[src/rtl/text_layer_render.sv]
// -----------------------------------------------------------------------------
// text_layer_render
//
// Turns a stream of (pixel position, character, attribute) into RGBA pixels
// through a fixed 3-stage pipeline, one pixel per clock, no stalls:
//   S1  capture inputs, blink phase and (optionally) cursor hit
//   S2  synchronous font ROM read, address {char, glyph_row}
//   S3  blink / cursor handling and palette lookup into the output registers
//
// Optional feature macro: TEXT_CURSOR_EN (adds cursor ports and fg/bg swap on
// the cursor cell while the blink phase is high).
//
// Ports
//   clk, reset            clock (rising edge), asynchronous active-high reset
//   refresh               one-cycle frame-start pulse, advances the blink counter
//   pix_valid             qualifies x_pixel, y_pixel, cur_char, cur_attr
//   x_pixel, y_pixel      pixel coordinates
//   cur_char              character code of the cell holding the pixel
//   cur_attr              [3:0] fg index, [6:4] bg index, [7] blink enable
//   pal_we/addr/data      palette write port (16 entries)
//   cursor_on/col/row     cursor controls (TEXT_CURSOR_EN only)
//   rgba_out, out_valid   registered pixel colour and its qualifier
//
// Flow control: valid-only stream. pix_valid travels with its data and every
// stage advances every cycle; there is no ready/backpressure. out_valid is
// pix_valid delayed by 3 cycles and rgba_out only updates when out_valid=1.
// -----------------------------------------------------------------------------
module text_layer_render #(
  parameter int                 WIDTH      = 1024,
  parameter int                 HEIGHT     = 768,
  parameter int                 GLYPH_W    = 8,
  parameter int                 GLYPH_H    = 16,
  parameter int                 CHAR_WIDTH = 8,
  parameter int                 COLOR_W    = 32,
  parameter logic [COLOR_W-1:0] BKG_COLOR  = COLOR_W'(32'h000000FF),
  parameter logic [COLOR_W-1:0] TEXT_COLOR = COLOR_W'(32'hFFFFFFFF),
  parameter int                 BLINK_LOG2 = 5
) (
  input  logic                                  clk,
  input  logic                                  reset,
  input  logic                                  refresh,
  input  logic                                  pix_valid,
  input  logic [$clog2(WIDTH)-1:0]              x_pixel,
  input  logic [$clog2(HEIGHT)-1:0]             y_pixel,
  input  logic [CHAR_WIDTH-1:0]                 cur_char,
  input  logic [7:0]                            cur_attr,
  input  logic                                  pal_we,
  input  logic [3:0]                            pal_addr,
  input  logic [COLOR_W-1:0]                    pal_data,
`ifdef TEXT_CURSOR_EN
  input  logic                                  cursor_on,
  input  logic [$clog2(WIDTH/GLYPH_W)-1:0]      cursor_col,
  input  logic [$clog2(HEIGHT/GLYPH_H)-1:0]     cursor_row,
`endif
  output logic [COLOR_W-1:0]                    rgba_out,
  output logic                                  out_valid
);

  localparam int X_W    = $clog2(WIDTH);
  localparam int Y_W    = $clog2(HEIGHT);
  localparam int GX_W   = $clog2(GLYPH_W);
  localparam int GY_W   = $clog2(GLYPH_H);
  localparam int ADDR_W = CHAR_WIDTH + GY_W;

  // ---------------------------------------------------------------------------
  // Font ROM contents. Procedural stand-in font: the row pattern is the low
  // GLYPH_W bits of the character code rotated left by the glyph row. The MSB
  // of a row is the leftmost pixel. Swap this function for a bitmap table to
  // ship a real font; the pipeline around it does not change.
  // ---------------------------------------------------------------------------
  function automatic logic [GLYPH_W-1:0] font_row(input logic [ADDR_W-1:0] addr);
    logic [GLYPH_W-1:0] base;
    int                 rot;
    base = GLYPH_W'(addr[ADDR_W-1:GY_W]);
    rot  = int'(addr[GY_W-1:0]) % GLYPH_W;
    return (base << rot) | (base >> (GLYPH_W - rot));
  endfunction

  // ---------------------------------------------------------------------------
  // Frame counter; its MSB is the blink phase.
  // ---------------------------------------------------------------------------
  logic [BLINK_LOG2-1:0] frame_cnt;
  logic                  blink_phase;

  always_ff @(posedge clk or posedge reset) begin
    if (reset)        frame_cnt <= '0;
    else if (refresh) frame_cnt <= frame_cnt + BLINK_LOG2'(1);
  end

  // Current (pre-increment) value, so a refresh in the same cycle as a pixel
  // only affects later pixels.
  assign blink_phase = frame_cnt[BLINK_LOG2-1];

  // ---------------------------------------------------------------------------
  // Palette: entry 0 is the background, 1..15 the text colour out of reset.
  // A write lands at the same edge S3 samples the palette, so the pixel in S3
  // that cycle still sees the old value.
  // ---------------------------------------------------------------------------
  logic [COLOR_W-1:0] palette [16];

  always_ff @(posedge clk or posedge reset) begin
    if (reset) begin
      for (int i = 0; i < 16; i++) palette[i] <= (i == 0) ? BKG_COLOR : TEXT_COLOR;
    end else if (pal_we) begin
      palette[pal_addr] <= pal_data;
    end
  end

  // ---------------------------------------------------------------------------
  // S1: input capture
  // ---------------------------------------------------------------------------
  logic                  s1_valid;
  logic [CHAR_WIDTH-1:0] s1_char;
  logic [GY_W-1:0]       s1_gy;
  logic [GX_W-1:0]       s1_gx;
  logic [7:0]            s1_attr;
  logic                  s1_blink;
  logic                  s1_cursor_hit;

`ifdef TEXT_CURSOR_EN
  localparam int COL_W = $clog2(WIDTH/GLYPH_W);
  localparam int ROW_W = $clog2(HEIGHT/GLYPH_H);

  logic [COL_W-1:0] cell_col;
  logic [ROW_W-1:0] cell_row;
  logic             cursor_hit;

  assign cell_col   = COL_W'(x_pixel >> GX_W);
  assign cell_row   = ROW_W'(y_pixel >> GY_W);
  assign cursor_hit = cursor_on && (cell_col == cursor_col) && (cell_row == cursor_row);
`else
  logic cursor_hit;
  logic unused_cell_bits;

  assign cursor_hit       = 1'b0;
  // Cell coordinates only matter to the cursor logic.
  assign unused_cell_bits = ^{x_pixel[X_W-1:GX_W], y_pixel[Y_W-1:GY_W]};
`endif

  // ---------------------------------------------------------------------------
  // S2: font ROM read
  // ---------------------------------------------------------------------------
  logic                  s2_valid;
  logic [GLYPH_W-1:0]    rom_data;
  logic [GX_W-1:0]       s2_gx;
  logic [7:0]            s2_attr;
  logic                  s2_blink;
  logic                  s2_cursor_hit;
  logic [ADDR_W-1:0]     font_addr;

  assign font_addr = {s1_char, s1_gy};

  // Only the valid bits need reset: data following an invalid bit is ignored.
  always_ff @(posedge clk or posedge reset) begin
    if (reset) begin
      s1_valid  <= 1'b0;
      s2_valid  <= 1'b0;
      out_valid <= 1'b0;
    end else begin
      s1_valid  <= pix_valid;
      s2_valid  <= s1_valid;
      out_valid <= s2_valid;
    end
  end

  always_ff @(posedge clk) begin
    s1_char       <= cur_char;
    s1_gy         <= y_pixel[GY_W-1:0];
    s1_gx         <= x_pixel[GX_W-1:0];
    s1_attr       <= cur_attr;
    s1_blink      <= blink_phase;
    s1_cursor_hit <= cursor_hit;

    rom_data      <= font_row(font_addr);
    s2_gx         <= s1_gx;
    s2_attr       <= s1_attr;
    s2_blink      <= s1_blink;
    s2_cursor_hit <= s1_cursor_hit;
  end

  // ---------------------------------------------------------------------------
  // S3: pixel decision and palette lookup
  // ---------------------------------------------------------------------------
  logic [GX_W-1:0]    bit_idx;
  logic               glyph_bit;
  logic               pixel_bit;
  logic               swap;
  logic [COLOR_W-1:0] fg_color;
  logic [COLOR_W-1:0] bg_color;
  logic [COLOR_W-1:0] pix_color;

  always_comb begin
    bit_idx   = GX_W'(GLYPH_W - 1) - s2_gx;
    glyph_bit = rom_data[bit_idx];
    // Blinking characters vanish (show background) during the high phase.
    pixel_bit = glyph_bit & ~(s2_attr[7] & s2_blink);
    // Cursor swap applies after blinking: it inverts which colour is chosen.
    swap      = s2_cursor_hit & s2_blink;
    fg_color  = palette[s2_attr[3:0]];
    bg_color  = palette[{1'b0, s2_attr[6:4]}];
    pix_color = (pixel_bit ^ swap) ? fg_color : bg_color;
  end

  always_ff @(posedge clk or posedge reset) begin
    if (reset)         rgba_out <= '0;
    else if (s2_valid) rgba_out <= pix_color;
  end

endmodule

[config.mk]
export PLATFORM = sky130hd
export DESIGN_NAME = text_layer_render
export DESIGN_NICKNAME = d
export VERILOG_FILES = /design/src/rtl/text_layer_render.sv
export SDC_FILE = /design/constraint.sdc
export NUM_CORES = 1
export LEC_CHECK = 0
export BUFFER_PORTS_ARGS = -buffer_cell sky130_fd_sc_hd__buf_2
export CELL_PAD_IN_SITES_DETAIL_PLACEMENT = 0
export CELL_PAD_IN_SITES_GLOBAL_PLACEMENT = 1
export CORE_AREA = 2 2 286 217
export DETAILED_ROUTE_END_ITERATION = 16
export DIE_AREA = 0 0 288 219
export PLACE_DENSITY = 0.86
export RECOVER_POWER = 100
export SLEW_MARGIN = 20
export SYNTH_ARGS = -nofsm -noshare
export SYNTH_HDL_FRONTEND = slang
export SYNTH_SLANG_ARGS = --single-unit
[constraint.sdc]
create_clock -name clk -period 15.4 [get_ports clk]
set_input_delay 0.77 -clock clk [delete_from_list [all_inputs] [get_ports clk]]
set_output_delay 0.77 -clock clk [all_outputs]
set_load 0.005 [all_outputs]
* After elaboration in Yosys (flattened, before gate mapping) *
Index checks and enable logic that the tools add are counted.

cells by class
  $lt $le $gt $ge = 5
  add/sub/neg operators = 3
  multiplexer cells = 12
  bitwise operators = 7
  shift-type cells = 2
  reductions and logical operators = 1

operators by type and width
  operator                                                  count
  bitwise mux 512 bit                                       1
  binary-select mux 32 bit (select 4 bit)                   2
  two-way mux 32 bit                                        6
  demux 32 bit (select 4 bit)                               1
  right shift 8 x 32 -> 8 bit                               1
  greater-or-equal comparator 5 bit, second input constant  3
  NOT 4 -> 5 bit                                            2
  OR 8 bit                                                  1
  << shifter 8 x 3 -> 8 bit                                 1
  adder 5 x 1 -> 5 bit, second input constant               1
  < comparator 5 x 1 -> 1 bit, second input constant        1
  NOT 3 -> 5 bit                                            1
  subtractor 4 x 3 -> 5 bit, first input constant           1
  < comparator 3 x 4 -> 1 bit, second input constant        1
  binary-select mux 1 bit (select 3 bit)                    1
  subtractor 3 bit, first input constant                    1
  AND 1 bit                                                 2
  logical AND 1 bit                                         1
  two-way mux 1 bit                                         1
  NOT 1 bit                                                 1

storage, ports and cells
  input bits = 77
  word-level logic and storage cells = 60
  output and inout port bits = 33
  flip-flop bits (word level) = 595

* Longest topological paths before layout *
Gate-level depths: netlist (run 1).

  depth after elaboration = 6
  depth in mapped cells = 8
  depth with buffers taken out = 6

* Least setup slack after synthesis (run 1) *
OpenSTA, ideal clock, no wires.

  path type = reg2reg
  start point = register s1_gy[1]
  end point = register rom_data[0]
  stages on the path, launching flop included = 9
  period minus slack after synthesis = 2.262 ns
  arrival = 2.142 ns
  buffers on the path = 2
  setup slack = 13.138 ns
  path through = dfxtp_1 clkbuf_1 inv_1 ha_1 buf_2 mux4_2 a22oi_1 nor2_1 a211o_1

on the way
  longest elaborated chain between the ends = 3
  elaborated cells between the ends (all ways) = 4

RTL lines
  element                      RTL line  text
  start: declaration           114       logic [GY_W-1:0] s1_gy;
  start signal: assignment     168       s1_gy <= y_pixel[GY_W-1:0];
  subtractor 4 x 3 -> 5 bit    76        return (base << rot) | (base >> (GLYPH_W - rot));
  right shift 8 x 32 -> 8 bit  76
  OR 8 bit (*)                 76
  end signal: assignment       174       rom_data <= font_row(font_addr);
  end: declaration             144       logic [GLYPH_W-1:0] rom_data;

Mark *: on every way between the ends. The rest lies on a longest branch, timed or not.
A chain may end at the register's enable or synchronous reset.

==> flow_summary.yaml, run 1 <==
run_status:
  status: "finished, violations left"
  violations: "capacitance limit, slew limit"
power_and_ir_drop:
  vdd_drop_max_uv: 77.5
  finalPower_mw: 4.79
  powerDensity_nw_per_um2: 152
  leakage_nw: 12.0
timing:
  slew-limit-headroom: -2.58
  tns_ps: 0
  period_minus_slack_ps: 7220
  period_share: 0.469
  final.setup_skew_ps: 17.7
  finalSetupViolCount: 0
  tightestPinTransition_ps: 5340
  hold_violations: 0
  drv_slew: 763
  clock.fmax_mhz: 139
  rsz0062_at_grt: "no"
worst_setup_path:
  crit_path_start_kind: "input pin"
  crit_fanout: 125
  cp_num_buf_inv: 3
  cp.required_ps: 14950
  reg2reg_from: "s2_valid$_DFF_PP0_"
  cp.depth: 3
  arrival_ps: 6770
  cp_slowest_cell: "clkinvlp_2"
  regToRegSetupSlack_ps: 9590
  crit_chain: "buf_2, clkinvlp_2, clkbuf_1"
  critPathMaxStageDelay_ps: 2950
  worstReg2RegEnd: "rgba_out[20]$_DFFE_PP0P_"
  end_kind: "asynchronous set/reset pin"
  cpLargestDelayFamily: "buffers and inverters"
  crit_type: "in2async"
  rr_worst_depth: 4
cts:
  clkSinkCount: 595
  cts_tree: "done"
  cts_resized: 0
  cts_root_buffer: "clkbuf_16"
  clkLatencyLatePin_ps: 620
  cts_inserted_buffers: 57
  clkTransAtPathRegs_ps: 60
  cts_setup_buffers: 0
  htreeDepth: 2
  cts_hold_buf: 0
  clock_path_buffers: 3
floorplanning:
  ios: 110
  design.core.area_um2: 60100
  initial_core_util: 0.477
  die-height_um: 219
  die_w_um: 288
  rows: 78
  die_area_um2: 63100
hold_path:
  hold_start: "x_pixel[2]"
  hold_class: "in2reg"
  hold_path_depth: 1
  min_to: "s1_gx[2]$_DFF_P_"
synth:
  synth-edff-count: 0
  ys.flop_type: "dfstp_2"
  seq_area_frac_synth: 0.533
  synth_area_leaders: "dfstp_2, mux2_2, mux4_2"
  synthCells: 1775
  yosys_warnings: 0
  ys_types: 48
  post_synth.cell_area_avg_um2: 16.1
  synth_nets: 1854
  synth_area_um2: 28700
  async_flop_share: 0.928
  synth-seq-cells: 595
  synth.largest_area_cell: "dfstp_2"
  yosysTopAreaCellShare: 0.447
drt:
  drt-wirelength-per-cell_um: 26.3
  drc_errors: 0
  wl_um: 69600
  drtIter0Drc: 1351
  vias: 16300
  vias_per_cell: 6.14
  drtAntennaViolNets: 0
  dr.pass1.iters: 7
place:
  io_buffers: 95
  hpwlAfterDp_um: 37500
  gp_congestion: 0.784
global_route:
  gr-total-overflow: 0
  grt_pass1_vias: 17500
  grt_usage: 0.224
  grt_max_degree: 189
  antenna_found_initial: 6
  grt_pass1_wl_um: 106000
cells_and_area:
  area_delta_synth_final_pct: 10.0
  drive_gt1_frac: 0.757
  nets: 1876
  fillers: 4845
flow_run:
  cap_violations: 21
-- worst max-delay path by stage --
stage / startpoint / to / slack, ps
after floorplan: reset / frame_cnt[0]$_DFFE_PP0P_ / 4
after global placement: s2_attr[0]$_DFF_P_ / rgba_out[25]$_DFFE_PP0P_ / 11320
after detailed placement: s2_attr[0]$_DFF_P_ / rgba_out[17]$_DFFE_PP0P_ / 11280
after CTS: s2_attr[0]$_DFF_P_ / rgba_out[17]$_DFFE_PP0P_ / 11290
after global routing: reset / s2_valid$_DFF_PP0_ / 6700
final: reset / s2_valid$_DFF_PP0_ / 8180
-- cell usage after synthesis, types with 4 or more instances --
cell and number:
mux2_2 505, dfstp_2 488, mux4_2 199, nor2_1 79, clkbuf_1 70, buf_2 65, dfrtp_1 64, a22o_1 63
dfxtp_1 43, mux2i_1 42, a221oi_2 30, buf_4 14, mux2_1 13, buf_1 11, nand2_1 11, nand2b_1 6
a22oi_1 5, inv_1 5, nor2b_1 5, o21ai_0 5, a221oi_1 4, buf_6 4
-- logic make-up (layout without fill, tap and decap cells) --
family	after synthesis	in the layout	share of synthesized area
xor gates and xnor gates	4	4	0.00122
AOI/OAI and AO/OA	129	129	0.0443
adders and majority gates	2	2	0.000873
buffers and inverters	170	238	0.0280
DFF	595	595	0.533
other	0	4	0
muxes	759	759	0.375
and+or+nand+nor	116	116	0.0179
-- routing by layer --
| layer | GRT usage | share of wire | up-vias |
|---|---|---|---|
| li1 | - | - | 6829 |
| met1 | 0.296 | 0.42 | 8790 |
| met2 | 0.369 | 0.49 | 486 |
| met3 | 0.0472 | 0.059 | 151 |
| met4 | 0.0748 | 0.028 | 4 |
| met5 | 0 | 0.00033 | - |
-- sequential cells by signal, summed over array words and instances (netlist names) --
register,cells
rom_data,8
s1_gy,3
s2_blink,1
s1_attr,8
s1_char,8
frame_cnt,5
s2_gx,3
s2_valid,1
palette,512
s2_attr,8
s1_valid,1
rgba_out,32
out_valid,1
s1_blink,1
s1_gx,3
-- where the power goes --
group	internal [mW]	switching [mW]
logic	0.540	0.322
registers	2.14	0.245
clock network	0.931	0.606
total	3.61	1.17
-- layout by cell type (no fill, tap or decap), types with 42 or more instances in the layout --
cell type  count
clkbuf_1      54
mux2i_1       42
mux4_2       199
dfstp_2      488
clkbuf_16     57
a22o_1        63
nor2_1        70
dfrtp_1       63
mux2_2       502
buf_2         68
-- stage by stage --
step | cell area, um2 | util | instances | hold WS [ps] | setup WS [ps]
final | 31500 | 0.525 | 2647 | 255 | 8180
after detailed placement | 29800 | 0.495 | 2538 | 314 | 11280
after global routing | 31500 | 0.525 | 2645 | 232 | 6700
after global placement | 29800 | 0.495 | 2538 | 312 | 11320
after CTS | 31800 | 0.530 | 2643 | 222 | 11290
after floorplan | 28700 | - | 1775 | 310 | 3.60
-- cell type report --
class                      count  area [um2]  share of cell area
sequential                   595       15300               0.485
multi-input combinational   1010       12500               0.397
clock buffer                  72        1550              0.0492
tap                          800        1000              0.0317
timing repair buffer         127         636              0.0202
clock inverter                33         509              0.0161
inverter                       6        23.8            0.000754
antenna                        4        10.0            0.000317
Note: power is estimated with default switching activity, not from simulation.
==> run 2: changes to the inputs <==
--- a/config.mk
+++ b/config.mk
@@ -5,13 +5,14 @@
 export SDC_FILE = /design/constraint.sdc
 export NUM_CORES = 1
 export LEC_CHECK = 0
+export ABC_AREA = 1
 export BUFFER_PORTS_ARGS = -buffer_cell sky130_fd_sc_hd__buf_2
 export CELL_PAD_IN_SITES_DETAIL_PLACEMENT = 0
 export CELL_PAD_IN_SITES_GLOBAL_PLACEMENT = 1
-export CORE_AREA = 2 2 286 217
+export CORE_AREA = 2 2 300 228
 export DETAILED_ROUTE_END_ITERATION = 16
-export DIE_AREA = 0 0 288 219
-export PLACE_DENSITY = 0.86
+export DIE_AREA = 0 0 302 230
+export PLACE_DENSITY = 0.9
 export RECOVER_POWER = 100
 export SLEW_MARGIN = 20
 export SYNTH_ARGS = -nofsm -noshare
==> constraint.sdc (replaced) <==
create_clock -name clk -period 7 [get_ports clk]
set_input_delay 0.35 -clock clk [delete_from_list [all_inputs] [get_ports clk]]
set_output_delay 0.35 -clock clk [all_outputs]
set_load 0.005 [all_outputs]
==> run 2 against run 1 <==
Effect of this change:
- the run still ends with capacitance limit, slew limit left
- power rose by 110%
- cell area rose by 5.0%
- critical path depth rose by 5
- clock skew rose by 3.6 ps
- register-to-register slack got worse by 7500 ps
- area after synthesis rose by 5.6%
- non-clock buffer count rose by 67
- final cell count rose by 87%
- combinational power rose by 110%
- flip-flop and latch count did not move
- sequential share of layout area fell by 2.3 points
- hold slack got worse by 220 ps
- critical endpoint is now rgba_out[7]$_DFFE_PP0P_
- largest cell class unchanged
- largest power group unchanged
- highest routed layer is now met4
==> flow_summary.yaml, run 2 <==
synth:
  synth_fa_ha_area_frac: 0.000826
  synth_xor_area_frac: 0.00169
  async_flop_share: 0.928
  yosysTopAreaCellShare: 0.423
  synth_common_cells: "nand2_1, o21ai_0, dfstp_2, nand3_1, inv_1"
  muxShareOfSynthArea: 0.000372
  ys.flop_type: "dfstp_2"
  synth.largest_area_cell: "dfstp_2"
  synthCells: 4065
  synth-simple-area-share: 0.304
  synth_compound_gate_area_share: 0.114
  synth-seq-cells: 595
  yosys_warnings: 0
  synth_area_leaders: "dfstp_2, nand2_1, o21ai_0"
  synth_area_um2: 30300
  synth_nets: 4144
  ys_types: 34
  synth_top_family_by_area: "simple AND/OR/NAND/NOR gates"
  synth-edff-count: 0
  post_synth.cell_area_avg_um2: 7.45
  synth_most_common_cell: "nand2_1"
  seq_area_frac_synth: 0.505
timing:
  postLayoutSetupSlackWorst_ps: 2060
  period_minus_slack_ps: 4940
  period_share: 0.706
  final.setup_skew_ps: 21.3
  hold_violations: 0
  slew-limit-headroom: -1.65
  rsz0062_at_grt: "no"
  tightestPinTransition_ps: 3980
  clock.fmax_mhz: 202
  drv_slew: 1068
  finalSetupViolCount: 0
  hold_ws_ps: 36.2
place:
  hpwlAfterDp_um: 46800
  gp_congestion: 0.823
  pre_cts_ws_ps: 3930
  io_buffers: 95
global_route:
  grt_pass1_wl_um: 143000
  grt_pass1_vias: 24500
  gr-total-overflow: 0
  antenna_found_initial: 1
  grt_usage: 0.262
  grt_max_degree: 181
floorplanning:
  die_area_um2: 69500
  initial_core_util: 0.456
  die-height_um: 230
  rows: 82
  ios: 110
  die_w_um: 302
  design.core.area_um2: 66400
worst_setup_path:
  crit_fanout: 40
  crit_type: "reg2reg"
  crit_path_start: "s2_attr[1]$_DFF_P_"
  regToRegSetupSlack_ps: 2060
  rr_worst_depth: 8
  end_kind: "flip-flop"
  arrival_ps: 5520
  cp.required_ps: 7580
  crit_path_start_kind: "flip-flop"
  reg2reg_from: "s2_attr[1]$_DFF_P_"
cells_and_area:
  regMostFlops: "palette"
  nets: 4100
  final_cell_mix: "nand2_1, o21ai_0, dfstp_2"
  largest_reg_flops: 512
  fillers: 6683
  drive_gt1_frac: 0.173
  final_common_cell: "nand2_1"
  largestRegisters: "palette x512, rgba_out x32"
  area_delta_synth_final_pct: 9.37
power_and_ir_drop:
  power.share.switching: 0.297
  vdd_drop_max_uv: 236
  p_comb_frac: 0.181
  powerDensity_nw_per_um2: 302
  leakage_nw: 15.0
  clkPwrFrac: 0.316
  power.switching_mw: 2.97
  cell_internal_pwr_mw: 7.04
  seqPwrFrac: 0.503
drt:
  vias: 26300
  dr.pass1.iters: 5
  drtIter0Drc: 2678
  drt-wirelength-per-cell_um: 18.2
  vias_per_cell: 5.30
  drtAntennaViolNets: 0
  drc_errors: 0
  wl_um: 90400
cts:
  cts_inserted_buffers: 59
  clkSinkCount: 595
  cts_resized: 0
  htreeDepth: 2
  cts_setup_buffers: 0
  cts_root_buffer: "clkbuf_16"
  cts_hold_buf: 56
  clkLatencyLatePin_ps: 640
  clkTransAtPathRegs_ps: 60
  cts_tree: "done"
  clock_path_buffers: 3
flow_run:
  cap_violations: 19
hold_path:
  hold_class: "in2reg"
  hold_start: "pal_data[17]"
  hold_path_depth: 3
run_status:
  violations: "capacitance limit, slew limit"
  status: "finished, violations left"
run 2: final cells by class:
type,instances,area (um2),area share
flip-flops and latches,595,15300,0.462
multi-input cells,2930,12600,0.380
clock buffers,96,1790,0.0539
repair buffers,194,1310,0.0396
well taps,882,1100,0.0333
inverters,241,921,0.0278
clock inverters,16,125,0.00378
diodes,1,2.50,0.0000756
run 2: cell families (layout without fill, tap and decap cells):
group,after synthesis,after routing
DFF,595,595
buffers and inverters,540,547
and+or+nand+nor,2288,2288
xor gates and xnor gates,5,5
AOI/OAI and AO/OA,634,634
other,0,1
muxes,1,1
adders and majority gates,2,2
run 2: worst paths after layout:
check	to
min in group asynchronous	palette[83]$_DFFE_PP1P_
worst min-delay path	palette[49]$_DFFE_PP1P_
worst max register to register	rgba_out[7]$_DFFE_PP0P_
worst max-delay path	rgba_out[7]$_DFFE_PP0P_
worst min register to register	s2_gx[2]$_DFF_P_
max in group asynchronous	rgba_out[6]$_DFFE_PP0P_
run 2: power by group through the flow:
stage               combinational, mW  clock [mW]  sequential, mW
global route                     2.12        3.39            5.14
finish                           1.81        3.16            5.04
detailed placement               1.85           0            5.05
floorplan                        1.42           0            4.94
CTS                              1.89        3.24            5.01
global placement                 1.80           0            5.04
run 2: worst max-delay path: stages (launching register included):
cell and delay [ps]:
dfxtp_1 1570, clkbuf_1 1690, buf_4 750, nand2_1 120, nand3_1 100, nand3_1 140, nand3_1 130, nand2_1 130
nand2_1 80
run 2: through the flow:
step / cells / cell area, um2 / TNS [ps] / util / power, mW
final: 4955 / 33100 / 0 / 0.499 / 10.0
after global routing: 4955 / 33100 / 0 / 0.499 / 10.6
after CTS: 4954 / 33500 / 0 / 0.504 / 10.1
after detailed placement: 4786 / 31000 / 0 / 0.467 / 6.91
after global placement: 4786 / 31000 / 0 / 0.467 / 6.84
after floorplan: 4065 / 30300 / -29660 / - / 6.36
run 2: per-layer routing:
layer / vias up / GRT usage / share of wire
met5: - / 0 / 0
met3: 123 / 0.0385 / 0.077
met2: 881 / 0.408 / 0.44
met4: 0 / 0.0610 / 0.021
met1: 12500 / 0.383 / 0.47
li1: 12800 / - / -
